File: src/rtl/bus_pkg.sv
// Shared definitions for the bus generator/arbiter device ports.
package bus_pkg;

  localparam int unsigned ID_W         = 8;
  localparam logic [7:0]  BROADCAST_ID = 8'hFF;
  localparam int unsigned PKT_W_MAX    = 64;

  // Destination ID sits in the top ID_W bits of a packet of width sz.
  function automatic logic [ID_W-1:0] get_dest(input logic [PKT_W_MAX-1:0] pkt,
                                               input int unsigned           sz);
    return ID_W'(pkt >> (sz - ID_W));
  endfunction

endpackage

File: src/rtl/bus_sync_fifo.sv
// First-word-fall-through synchronous FIFO with overflow/underflow event pulses.
module bus_sync_fifo #(
  parameter int unsigned width = 16,
  parameter int unsigned depth = 8
) (
  input  logic                         clk,
  input  logic                         reset,
  input  logic                         wr,
  input  logic [width-1:0]             wdata,
  input  logic                         rd,
  output logic [width-1:0]             rdata,
  output logic [$clog2(depth+1)-1:0]   count,
  output logic                         full,
  output logic                         empty,
  output logic                         ovf_evt,
  output logic                         udf_evt
);

  localparam int unsigned PW = $clog2(depth);
  localparam int unsigned CW = $clog2(depth+1);

  logic [width-1:0] mem [depth];
  logic [PW-1:0]    wptr, rptr;
  logic [CW-1:0]    cnt;
  logic             do_wr, do_rd;

  assign empty = (cnt == CW'(0));
  assign full  = (cnt == CW'(depth));
  assign count = cnt;

  // A write into a full FIFO is only accepted when a real read frees a slot.
  assign do_rd   = rd && !empty;
  assign do_wr   = wr && (!full || do_rd);
  assign ovf_evt = wr && full && !do_rd;
  assign udf_evt = rd && empty;

  assign rdata = empty ? '0 : mem[rptr];

  always_ff @(posedge clk) begin
    if (do_wr) mem[wptr] <= wdata;
  end

  always_ff @(posedge clk or negedge reset) begin
    if (!reset) begin
      wptr <= '0;
      rptr <= '0;
      cnt  <= '0;
    end else begin
      if (do_wr) wptr <= wptr + PW'(1);
      if (do_rd) rptr <= rptr + PW'(1);
      if (do_wr && !do_rd)      cnt <= cnt + CW'(1);
      else if (do_rd && !do_wr) cnt <= cnt - CW'(1);
    end
  end

endmodule

File: src/rtl/bus_dev_port.sv
// Per-device adapter: TX FIFO toward the arbiter, RX FIFO from it, sticky status.
module bus_dev_port
  import bus_pkg::*;
#(
  parameter int unsigned pckg_sz   = 16,
  parameter int unsigned depth     = 8,
  parameter logic [7:0]  id        = 8'd0,
  parameter logic [7:0]  broadcast = BROADCAST_ID
) (
  input  logic                       clk,
  input  logic                       reset,
  input  logic                       tx_push,
  input  logic [pckg_sz-1:0]         tx_data,
  output logic                       tx_full,
  output logic [$clog2(depth+1)-1:0] tx_count,
  output logic                       pndng,
  output logic [pckg_sz-1:0]         D_pop,
  input  logic                       pop,
  input  logic                       push,
  input  logic [pckg_sz-1:0]         D_push,
  input  logic                       rx_pop,
  output logic [pckg_sz-1:0]         rx_data,
  output logic                       rx_empty,
  output logic [$clog2(depth+1)-1:0] rx_count,
  input  logic                       clr_flags,
  output logic                       tx_ovf,
  output logic                       rx_ovf,
  output logic                       underflow,
  output logic                       rx_misdir
);

  logic              tx_empty, rx_full;
  logic              tx_ovf_evt, tx_udf_evt, rx_ovf_evt, rx_udf_evt;
  logic              misdir_evt;
  logic [ID_W-1:0]   rx_dest;

  bus_sync_fifo #(.width(pckg_sz), .depth(depth)) u_tx_fifo (
    .clk     (clk),
    .reset   (reset),
    .wr      (tx_push),
    .wdata   (tx_data),
    .rd      (pop),
    .rdata   (D_pop),
    .count   (tx_count),
    .full    (tx_full),
    .empty   (tx_empty),
    .ovf_evt (tx_ovf_evt),
    .udf_evt (tx_udf_evt)
  );

  bus_sync_fifo #(.width(pckg_sz), .depth(depth)) u_rx_fifo (
    .clk     (clk),
    .reset   (reset),
    .wr      (push),
    .wdata   (D_push),
    .rd      (rx_pop),
    .rdata   (rx_data),
    .count   (rx_count),
    .full    (rx_full),
    .empty   (rx_empty),
    .ovf_evt (rx_ovf_evt),
    .udf_evt (rx_udf_evt)
  );

  assign pndng = !tx_empty;

  // Misdirected deliveries are still stored; they only raise the flag.
  assign rx_dest    = get_dest(PKT_W_MAX'(D_push), pckg_sz);
  assign misdir_evt = push && (rx_dest != id) && (rx_dest != broadcast);

  // Sticky flags: a new event in the clearing cycle keeps the flag set.
  always_ff @(posedge clk or negedge reset) begin
    if (!reset) begin
      tx_ovf    <= 1'b0;
      rx_ovf    <= 1'b0;
      underflow <= 1'b0;
      rx_misdir <= 1'b0;
    end else begin
      tx_ovf    <= tx_ovf_evt | (tx_ovf & ~clr_flags);
      rx_ovf    <= (rx_ovf_evt & !rx_full) | (rx_ovf_evt & rx_full) | (rx_ovf & ~clr_flags);
      underflow <= tx_udf_evt | rx_udf_evt | (underflow & ~clr_flags);
      rx_misdir <= misdir_evt | (rx_misdir & ~clr_flags);
    end
  end

endmodule

File: config.mk
export PLATFORM = sky130hd
export DESIGN_NAME = bus_dev_port
export DESIGN_NICKNAME = d
export VERILOG_FILES = /design/src/rtl/bus_pkg.sv /design/src/rtl/bus_sync_fifo.sv /design/src/rtl/bus_dev_port.sv
export SDC_FILE = /design/constraint.sdc
export NUM_CORES = 1
export LEC_CHECK = 0
export BUFFER_PORTS_ARGS = -buffer_cell sky130_fd_sc_hd__buf_4
export CORE_MARGIN = 2
export CORE_UTILIZATION = 40
export CTS_CLUSTER_DIAMETER = 150
export DETAILED_ROUTE_END_ITERATION = 10
export PLACE_DENSITY = 0.63
export SLEW_MARGIN = 10
export SYNTH_ARGS = -nofsm -noshare
export SYNTH_HDL_FRONTEND = slang
export SYNTH_SLANG_ARGS = --single-unit
File: constraint.sdc
create_clock -name clk -period 8.5 [get_ports clk]
set_input_delay 1.7 -clock clk [delete_from_list [all_inputs] [get_ports clk]]
set_output_delay 1.7 -clock clk [all_outputs]
set_load 0.05 [all_outputs]
==> results.txt, run 1 <==
result of the run: complete, no violations
post-DR vias/cell: 5.44
Async S/R FF share, synth: 8.57%
Netlist cell types: 40
Max Clk Rate: 232 MHz
routed wire length: 22200 µm
Tot GR Track Use: 15.5%
pwr/cell area: 404 nW/µm²
VDD IR max: 0.000470 V
Crit Path Category: reg -> out
Startpoint Class: register
cts bufs inserted: 29
post-cts sizing count: 0
number of synthesized flops with an enable pin: 256
synthesized cell area: 11100 µm²
crit-path max FO: 16
vias in the first global route: 5741
Yosys reg bits: 280
Synth area leader: edfxtp_1
total leakage power: 0.00450 µW
min Tclk post-route: 4.31 ns
CP Launch Point: u_tx_fifo.count[0]$_DFFE_PN0P_
reg2reg setup slack: 5.35 ns
Layout Cells excl Fill: 993
Vias: 5404
Final Skew: 0.00886 ns
Slew Viols, Final: 0
ANT cells: 0
post-synth top area share: 69.5%
hold_ws: 0.486 ns
most frequent cell after synthesis: edfxtp_1
CTS tree: done
RSZ-0062 raised after global routing: false
Tightest Pin Transition: 1.07 ns
post-route cell area: 13200 µm²
core area: 27000 µm²
Initial DRC Count: 333
DP Cell Count: 939
Worst-path clk slew: 0.06 ns
HP Class: reg -> reg
CTS sink cnt: 280
Top FF cell, synth: edfxtp_1
final hold violation count: 0
dpl hpwl: 13100 µm
Critical Path End: D_pop[2]
WL/cell: 22.3 µm
Max H-tree Level: 1
cells after synthesis: 526
Slew HR: 28.2%
final antenna-violating net count: 0
Die Area: 29000 µm²
Starting Density: 40.9%
global-route wire length before repair: 33800 µm
DRC: 0
# IOs: 86
FF-to-FF End: u_tx_fifo.count[3]$_DFFE_PN0P_
FP Rows: 60
final worst slack: 4.19 ns
footprint of the multi-input gates: 2700 µm²
Port Buffers: 85
CTS Root Cell: clkbuf_16
Max Cap Violations: 0
Area contributors post-synth: edfxtp_1, mux4_2, dfrtp_1
CP endpoint kind: primary output
Pre-antenna DRT Iters: 4
Placer Congestion: 0.756
Post-DP Area: 12200 µm²
Post-Syn Nets: 577
setup TNS: 0 ns
fillers: 2168
nets@finish: 680
GR Overflow Total: 0
initial antenna violation count: 0
Worst EP arrival: 2.61 ns
Final Setup Violations: 0
layout cell share with drive strength beyond 1: 37.1%
Mapped Avg Cell Area: 21.0 µm²
worst endpoint required time: 6.80 ns
clk_lat worst skew: 0.55 ns
hold buffer count at cts: 0
Die H: 170 µm
Post CTS Setup Buffer Count: 0
Longest Clk Path Bufs: 3
Syn. warnings: 0
period utilization: 50.6%
largest net degree at the start of global routing: 35
sequential area share after synthesis: 75.0%
R2R Path Start: u_tx_fifo.count[0]$_DFFE_PN0P_
synth cell count leaders: edfxtp_1, mux4_2, a22o_1, dfrtp_1, clkbuf_1
Worst R2R Path Depth: 9
Layout area overhead: 19.8%
Reg area: 8290 µm²
Die Wd: 170 µm
dpl ws: 4.42 ns
==> critical path, stage by stage (launching register included) <==
cell and delay [ns]:
dfrtp_1 0.48, nor4_2 0.51, inv_2 0.11, and2_1 0.43
a22o_1 0.33, buf_4 0.19
==> metrics by stage <==
step / power [µW] / util [%]
final: 5350 / 49.0
after detailed placement: 4030 / 45.1
after CTS: 5410 / 49.0
after global placement: 3990 / 45.1
after global routing: 5580 / 49.0
after floorplan: 3420 / -
==> where the power goes <==
part / switching [µW] / internal, µW / leakage, µW
Clock: 523 / 839 / 0.000523
Sequential: 161 / 1750 / 0.00261
Combinational: 1290 / 787 / 0.00137
Total: 1980 / 3370 / 0.00450
==> per-layer routing <==
metal	global-route usage, %	routed length (µm)	up-vias
li1	-	-	2417
met1	19.1	8960	2802
met2	27.7	11400	150
met3	3.65	1360	35
met4	3.57	422	0
met5	0	0	-
==> flip-flops by register name (all words and copies together) (netlist names) <==
signal	cells
u_rx_fifo.mem	128
u_tx_fifo.mem	128
u_rx_fifo.count	4
u_tx_fifo.count	4
u_rx_fifo.rptr	3
u_rx_fifo.wptr	3
u_tx_fifo.rptr	3
u_tx_fifo.wptr	3
rx_misdir	1
rx_ovf	1
tx_ovf	1
underflow	1
==> placed cells by master (no fill, tap or decap), drive strengths merged, types with 3 or more instances in the layout <==
cell type  count
clkinv        11
inv           10
or4            4
o21ai          7
mux2           6
dfrtp         24
nor4           4
xnor2         11
a21oi          4
buf           99
nor2          12
clkbuf        34
nand2          8
bufinv         6
nor3          10
o211ai         8
edfxtp       256
a22o          34
nand2b         5
mux4          64
ha            10
or3            3
nand3          5
==> kinds of logic (layout without fill, tap and decap cells) <==
| family | count (synthesis) | in the layout | share of synthesized area, % |
|---|---|---|---|
| multiplexers | 72 | 72 | 13.9 |
| AO/OA/AOI/OAI | 57 | 57 | 4.32 |
| buffers and inverters | 35 | 161 | 1.44 |
| adder cells (fa/ha/maj) | 12 | 12 | 1.49 |
| flip-flops | 280 | 280 | 75.0 |
| XOR/XNOR | 12 | 12 | 0.951 |
| AND/OR/NAND/NOR | 58 | 58 | 2.95 |
==> how the worst min path moves through the flow <==
stage                                  start                             to  slack (ns)  cells past startpoint
4_1_cts        u_rx_fifo.rptr[0]$_DFFE_PN0P_  u_rx_fifo.rptr[0]$_DFFE_PN0P_        0.49                      1
3_5_place_dp   u_rx_fifo.rptr[0]$_DFFE_PN0P_  u_rx_fifo.rptr[0]$_DFFE_PN0P_        0.48                      1
5_1_grt        u_rx_fifo.rptr[0]$_DFFE_PN0P_  u_rx_fifo.rptr[0]$_DFFE_PN0P_        0.51                      1
3_3_place_gp   u_rx_fifo.rptr[0]$_DFFE_PN0P_  u_rx_fifo.rptr[0]$_DFFE_PN0P_        0.48                      1
6_report       u_rx_fifo.rptr[0]$_DFFE_PN0P_  u_rx_fifo.rptr[0]$_DFFE_PN0P_        0.49                      1
2_1_floorplan  u_rx_fifo.rptr[2]$_DFFE_PN0P_  u_rx_fifo.rptr[2]$_DFFE_PN0P_        0.46                      1
==> layout make-up <==
type / count / area share, %
clock inverters: 20 / 2.12
repair buffers: 99 / 5.61
well taps: 341 / 3.22
clock buffers: 34 / 5.85
flip-flops and latches: 280 / 62.6
inverters: 8 / 0.227
multi-input cells: 211 / 20.4
Power figures use the tool's default switching activity.
==> run 2: changes to the inputs <==
==> constraint.sdc (replaced) <==
create_clock -name clk -period 4.1 [get_ports clk]
set_input_delay 0.82 -clock clk [delete_from_list [all_inputs] [get_ports clk]]
set_output_delay 0.82 -clock clk [all_outputs]
set_load 0.05 [all_outputs]
==> results.txt, run 2 (synthesis results as in run 1) <==
hold buffer count at cts: 0 (unchanged)
Slew Viols, Final: 0 (unchanged)
CTS sink cnt: 280 (unchanged)
Starting Density: 40.9% (unchanged)
commonest non-fill, non-tap cell in the layout: edfxtp_1
vias in the first global route: 5865 (+2.2%)
nets@finish: 683 (+0.44%)
Longest Clk Path Bufs: 3 (unchanged)
Slew HR: 23.8% (-4.4 points)
Worst Path Buf+Inv: 2 (unchanged)
CTS tree: done
# IOs: 86 (unchanged)
crit path cell chain: buf_12 -> mux4_2 -> a22o_1 -> buf_4
VDD IR max: 0.000765 V (+63%)
Die Wd: 170 µm (unchanged)
period utilization: 83.4%
Clk network pwr share: 24.1% (-1.4 points)
Max Clk Rate: 293 MHz
Final Setup Violations: 0 (unchanged)
final antenna-violating net count: 0 (unchanged)
slowest stage delay, CP: 0.76 ns (+0.25 ns)
ANT cells: 0 (unchanged)
CP top delay family: flip-flops
dpl hpwl: 13300 µm (+0.99%)
fin util: 48.8% (-0.23 points)
initial antenna violation count: 0 (unchanged)
final hold violation count: 0 (unchanged)
Initial DRC Count: 419 (+26%)
Psw: 4050 µW (+100%)
Switching Share: 37.0% (+0.070 points)
WL/cell: 22.4 µm (+0.51%)
most frequent cells in the layout: edfxtp_1, buf_4, mux4_2, a22o_1, clkbuf_16
Worst-path clk slew: 0.06 ns (about the same)
HP Class: in -> async
result of the run: complete, no violations
routed wire length: 22300 µm (+0.61%)
DP Cell Count: 942 (+0.32%)
global-route wire length before repair: 34400 µm (+1.8%)
Tot GR Track Use: 15.6% (+0.15 points)
GR Overflow Total: 0 (unchanged)
post-cts sizing count: 0 (unchanged)
setup TNS: 0 ns (unchanged)
crit-path max FO: 18 (+2)
CTS Root Cell: clkbuf_16
Reg power frac: 36.3% (+0.6 points)
Post-DP Area: 12200 µm² (+0.34%)
Layout area overhead: 19.3%
Worst EP arrival: 2.60 ns (about the same)
Pint: 6890 µW (+100%)
CP max stage cell: dfrtp_2
R2R Path Start: u_tx_fifo.count[0]$_DFFE_PN0P_
Max H-tree Level: 1 (unchanged)
Vias: 5430 (+0.48%)
Post CTS Setup Buffer Count: 0 (unchanged)
Pwr Total: 10900 µW (+100%)
RSZ-0062 raised after global routing: false
worst endpoint required time: 3.28 ns (-3.52 ns)
layout cell share with drive strength beyond 1: 35.5% (-1.6 points)
critical path depth: 4 (-1)
Worst R2R Path Depth: 9 (unchanged)
Max Cap Violations: 0 (unchanged)
CP endpoint kind: primary output
Startpoint Class: register
Gate power share: 39.6% (+0.8 points)
Tightest Pin Transition: 1.14 ns (+0.0662 ns)
Largest regs: u_rx_fifo.mem (128), u_tx_fifo.mem (128)
Placer Congestion: 0.761 (+0.56%)
Die H: 170 µm (unchanged)
pwr/cell area: 830 nW/µm² (+110%)
total leakage power: 0.00447 µW (-0.64%)
FP Rows: 60 (unchanged)
cts bufs inserted: 29 (unchanged)
Die Area: 29000 µm² (unchanged)
CP Launch Point: u_tx_fifo.rptr[0]$_DFFE_PN0N_
DRC: 0 (unchanged)
min Tclk post-route: 3.42 ns
Layout Cells excl Fill: 994 (+0.10%)
Port Buffers: 85 (unchanged)
core area: 27000 µm² (unchanged)
Final Skew: 0.0213 ns (+0.0124 ns)
Crit Path Category: reg -> out
Pre-antenna DRT Iters: 6 (+2)
clk_lat worst skew: 0.54 ns (about the same)
post-DR vias/cell: 5.46 (+0.38%)
largest net degree at the start of global routing: 35 (unchanged)
post-route cell area: 13200 µm² (-0.46%)
## run 2: area by class of cell
class,instances,area [µm²]
Clock buffer,34,744
Inverter,8,30.0
Tap cell,341,427
Fill cell,2213,13800
Clock inverter,18,208
Timing Repair Buffer,102,791
Multi-Input combinational cell,211,2690
Sequential cell,280,8290
## run 2: path summary, 6_finish.rpt
check,end,slack (ns)
min in group clk,underflow$_DFF_PN0_,0.49
hold / removal,u_tx_fifo.count[2]$_DFFE_PN0P_,0.18
setup / recovery,D_pop[15],0.68
setup reg to reg,u_tx_fifo.count[3]$_DFFE_PN0P_,0.99
hold reg to reg,u_rx_fifo.rptr[2]$_DFFE_PN0P_,0.50
max in group asynchronous,u_rx_fifo.rptr[0]$_DFFE_PN0P_,3.65
## run 2: metal layers
layer	up-vias	global-route usage, %	part of all wire [%]
met5	-	0	0
met4	0	3.05	1.8
met3	37	2.84	5.4
met2	165	28.0	52
met1	2818	20.1	41
li1	2410	-	-
## run 2: power by group through the flow
stage	combinational [µW]	clock [µW]	sequential (µW)
final	4330	2630	3980
after global routing	4580	2800	4040
after CTS	4400	2680	3990
after detailed placement	4390	0	4050
after global placement	4320	0	4000
after floorplan	3080	0	4020
## run 2: stage by stage
| stage | worst slack (ns) | hold WS (ns) |
|---|---|---|
| 3_3_place_gp | 1.02 | 0.481 |
| 4_1_cts | 0.620 | 0.174 |
| 6_report | 0.682 | 0.175 |
| 3_5_place_dp | 0.919 | 0.491 |
| 5_1_grt | 0.542 | 0.185 |
| 2_1_floorplan | 0.787 | 0.456 |
## run 2: worst reg2reg max path: stages (launching register included)
cell	delay [ns]
dfrtp_1	0.48
or4b_1	0.66
o21ai_4	0.34
inv_1	0.09
ha_1	0.25
inv_1	0.17
ha_1	0.32
or4_1	0.49
o211ai_1	0.11
o211ai_1	0.10
==> run 3: changes to the inputs <==
--- a/config.mk
+++ b/config.mk
@@ -10,7 +10,7 @@
 export CORE_UTILIZATION = 40
 export CTS_CLUSTER_DIAMETER = 150
 export DETAILED_ROUTE_END_ITERATION = 10
-export PLACE_DENSITY = 0.63
+export PLACE_DENSITY = 0.65
 export SLEW_MARGIN = 10
 export SYNTH_ARGS = -nofsm -noshare
 export SYNTH_HDL_FRONTEND = slang
==> constraint.sdc (replaced) <==
create_clock -name clk -period 2.81 [get_ports clk]
set_input_delay 0.562 -clock clk [delete_from_list [all_inputs] [get_ports clk]]
set_output_delay 0.562 -clock clk [all_outputs]
set_load 0.05 [all_outputs]
==> results.txt, run 3 (synthesis results as in run 1) <==
worst hold start: clr_flags
final antenna-violating net count: 0 (unchanged)
commonest non-fill, non-tap cell in the layout: edfxtp_1
WHS Endpoint: underflow$_DFF_PN0_
CTS sink cnt: 280 (unchanged)
# IOs: 86 (unchanged)
result of the run: complete, no violations
Startpoint Class: register
Reg power frac: 34.6% (-1.7 points)
vias in the first global route: 5915 (+0.85%)
Tightest Pin Transition: 1.04 ns (-0.101 ns)
Initial DRC Count: 372 (-11%)
Crit Path Category: reg -> out
Worst-path clk slew: 0.06 ns (about the same)
Final Skew: 0.0185 ns (-0.00281 ns)
crit-path max FO: 13 (-5)
pwr/cell area: 1220 nW/µm² (+46%)
WHS Path Cells: 2
Max H-tree Level: 1 (unchanged)
RSZ-0062 raised after global routing: true
final hold violation count: 0 (unchanged)
Psw: 6090 µW (+51%)
total leakage power: 0.00466 µW (+4.2%)
Largest regs: u_rx_fifo.mem (128), u_tx_fifo.mem (128)
Port Buffers: 85 (unchanged)
Slew Viols, Final: 0 (unchanged)
GR Overflow Total: 0 (unchanged)
VDD IR max: 0.000815 V (+6.5%)
R2R Path Start: u_tx_fifo.count[1]$_DFFE_PN0P_
nets@finish: 714 (+4.5%)
Pre-antenna DRT Iters: 4 (-2)
Pwr Total: 16500 µW (+51%)
Clk network pwr share: 22.4% (-1.7 points)
CP endpoint kind: primary output
core area: 27000 µm² (unchanged)
Gate power share: 43.0% (+3.4 points)
Worst R2R Path Depth: 10 (+1)
Switching Share: 36.8% (-0.18 points)
Final Setup Violations: 0 (unchanged)
cts bufs inserted: 30 (+3.4%)
worst endpoint required time: 2.25 ns (-1.03 ns)
FP Rows: 60 (unchanged)
WL/cell: 21.9 µm (-2.6%)
clk_lat worst skew: 0.55 ns (about the same)
Max Cap Violations: 0 (unchanged)
ANT cells: 0 (unchanged)
Die Area: 29000 µm² (unchanged)
Die Wd: 170 µm (unchanged)
Max Clk Rate: 360 MHz
Placer Congestion: 0.785 (+3.2%)
min Tclk post-route: 2.78 ns
Tot GR Track Use: 15.5% (-0.16 points)
dpl ws: -0.0207 ns (-0.940 ns)
most frequent cells in the layout: edfxtp_1, buf_4, mux4_2, a22o_1, clkbuf_16
largest net degree at the start of global routing: 33 (-5.7%)
Reg area: 8300 µm² (+0.14%)
layout cell share with drive strength beyond 1: 40.3% (+4.8 points)
post-DR vias/cell: 5.42 (-0.87%)
final worst slack: 0.0312 ns (-0.651 ns)
dpl hpwl: 13100 µm (-0.89%)
Die H: 170 µm (unchanged)
routed wire length: 22500 µm (+0.75%)
DRC: 0 (unchanged)
Slew HR: 30.6% (+6.8 points)
period utilization: 98.9%
CTS tree: done
fillers: 2117 (-4.3%)
HP Class: in -> reg
Starting Density: 40.9% (unchanged)
Layout area overhead: 23.2%
Pint: 10500 µW (+52%)
Vias: 5567 (+2.5%)
Worst EP arrival: 2.22 ns (-0.38 ns)
footprint of the multi-input gates: 2750 µm² (+2.0%)
CTS Root Cell: clkbuf_16
initial antenna violation count: 0 (unchanged)
Longest Clk Path Bufs: 3 (unchanged)
reg2reg setup slack: 0.13 ns (-0.86 ns)
global-route wire length before repair: 34000 µm (-0.93%)
FF-to-FF End: u_tx_fifo.count[3]$_DFFE_PN0P_
[run 3: changes by cell type in the layout (fill, tap and decap cells not counted), moves of 4 or more]
cell,before,now
buf_6,0,14
dfrtp_2,2,8
ha_1,10,6
clkinv_1,6,10
buf_12,2,8
dfrtp_1,22,15
buf_4,100,108
[run 3: stage by stage]
| step | hold WS (ns) | utilization [%] | TNS [ns] | cells | cell area [µm²] |
|---|---|---|---|---|---|
| after global placement | 0.470 | 45.9 | 0 | 955 | 12400 |
| after floorplan | 0.266 | - | 0 | 526 | 11100 |
| after CTS | 0.207 | 49.9 | 0 | 1023 | 13500 |
| final | 0.230 | 50.4 | 0 | 1028 | 13600 |
| after global routing | 0.217 | 50.4 | -0.186 | 1028 | 13600 |
| after detailed placement | 0.476 | 45.9 | -0.0207 | 955 | 12400 |
[run 3: metal layers]
layer | global-route usage, % | part of all wire [%] | up-vias
li1 | - | - | 2469
met1 | 18.2 | 39 | 2925
met2 | 29.0 | 54 | 143
met3 | 3.28 | 5.6 | 30
met4 | 3.60 | 1.8 | 0
met5 | 0 | 0 | -
[run 3: what timing repair did]
action	CTS	global route
setup buffers	11	4
hold buffers	1	0
gates cloned	0	1
endpoints found under the hold margin	24	0
endpoints found under the setup margin	33	22
resized for setup	8	18
pin swaps	0	1
[run 3: final cells by class]
type | instances | share of cell area (%)
clock inverter | 22 | 1.16
clock buffer | 34 | 5.78
sequential | 280 | 61.0
multi-input combinational | 211 | 20.2
tap | 341 | 3.13
inverter | 8 | 0.239
timing repair buffer | 132 | 8.54
[run 3: power by group through the flow]
| stage | Sequential (µW) | Combinational (µW) | Clock, µW |
|---|---|---|---|
| floorplan | 5890 | 4510 | 0 |
| global placement | 5810 | 6570 | 0 |
| detailed placement | 5870 | 6640 | 0 |
| CTS | 5750 | 6900 | 3790 |
| global route | 5790 | 7540 | 3970 |
| finish | 5720 | 7120 | 3710 |
[run 3: worst max-delay path by stage]
stage | from | to
after floorplan | u_rx_fifo.count[2]$_DFFE_PN0P_ | u_rx_fifo.count[3]$_DFFE_PN0P_
after global placement | u_rx_fifo.count[2]$_DFFE_PN0P_ | u_rx_fifo.count[3]$_DFFE_PN0P_
after detailed placement | u_rx_fifo.count[2]$_DFFE_PN0P_ | u_rx_fifo.count[3]$_DFFE_PN0P_
after CTS | u_tx_fifo.rptr[0]$_DFFE_PN0N_ | D_pop[13]
after global routing | u_tx_fifo.count[2]$_DFFE_PN0P_ | D_pop[14]
final | u_tx_fifo.rptr[0]$_DFFE_PN0N_ | D_pop[12]
[run 3: worst max-delay path: stages, from the launching register on]
cell and delay (ns):
dfrtp_2 0.49, buf_12 0.20, mux4_2 0.51, a22o_1 0.29
buf_6 0.17
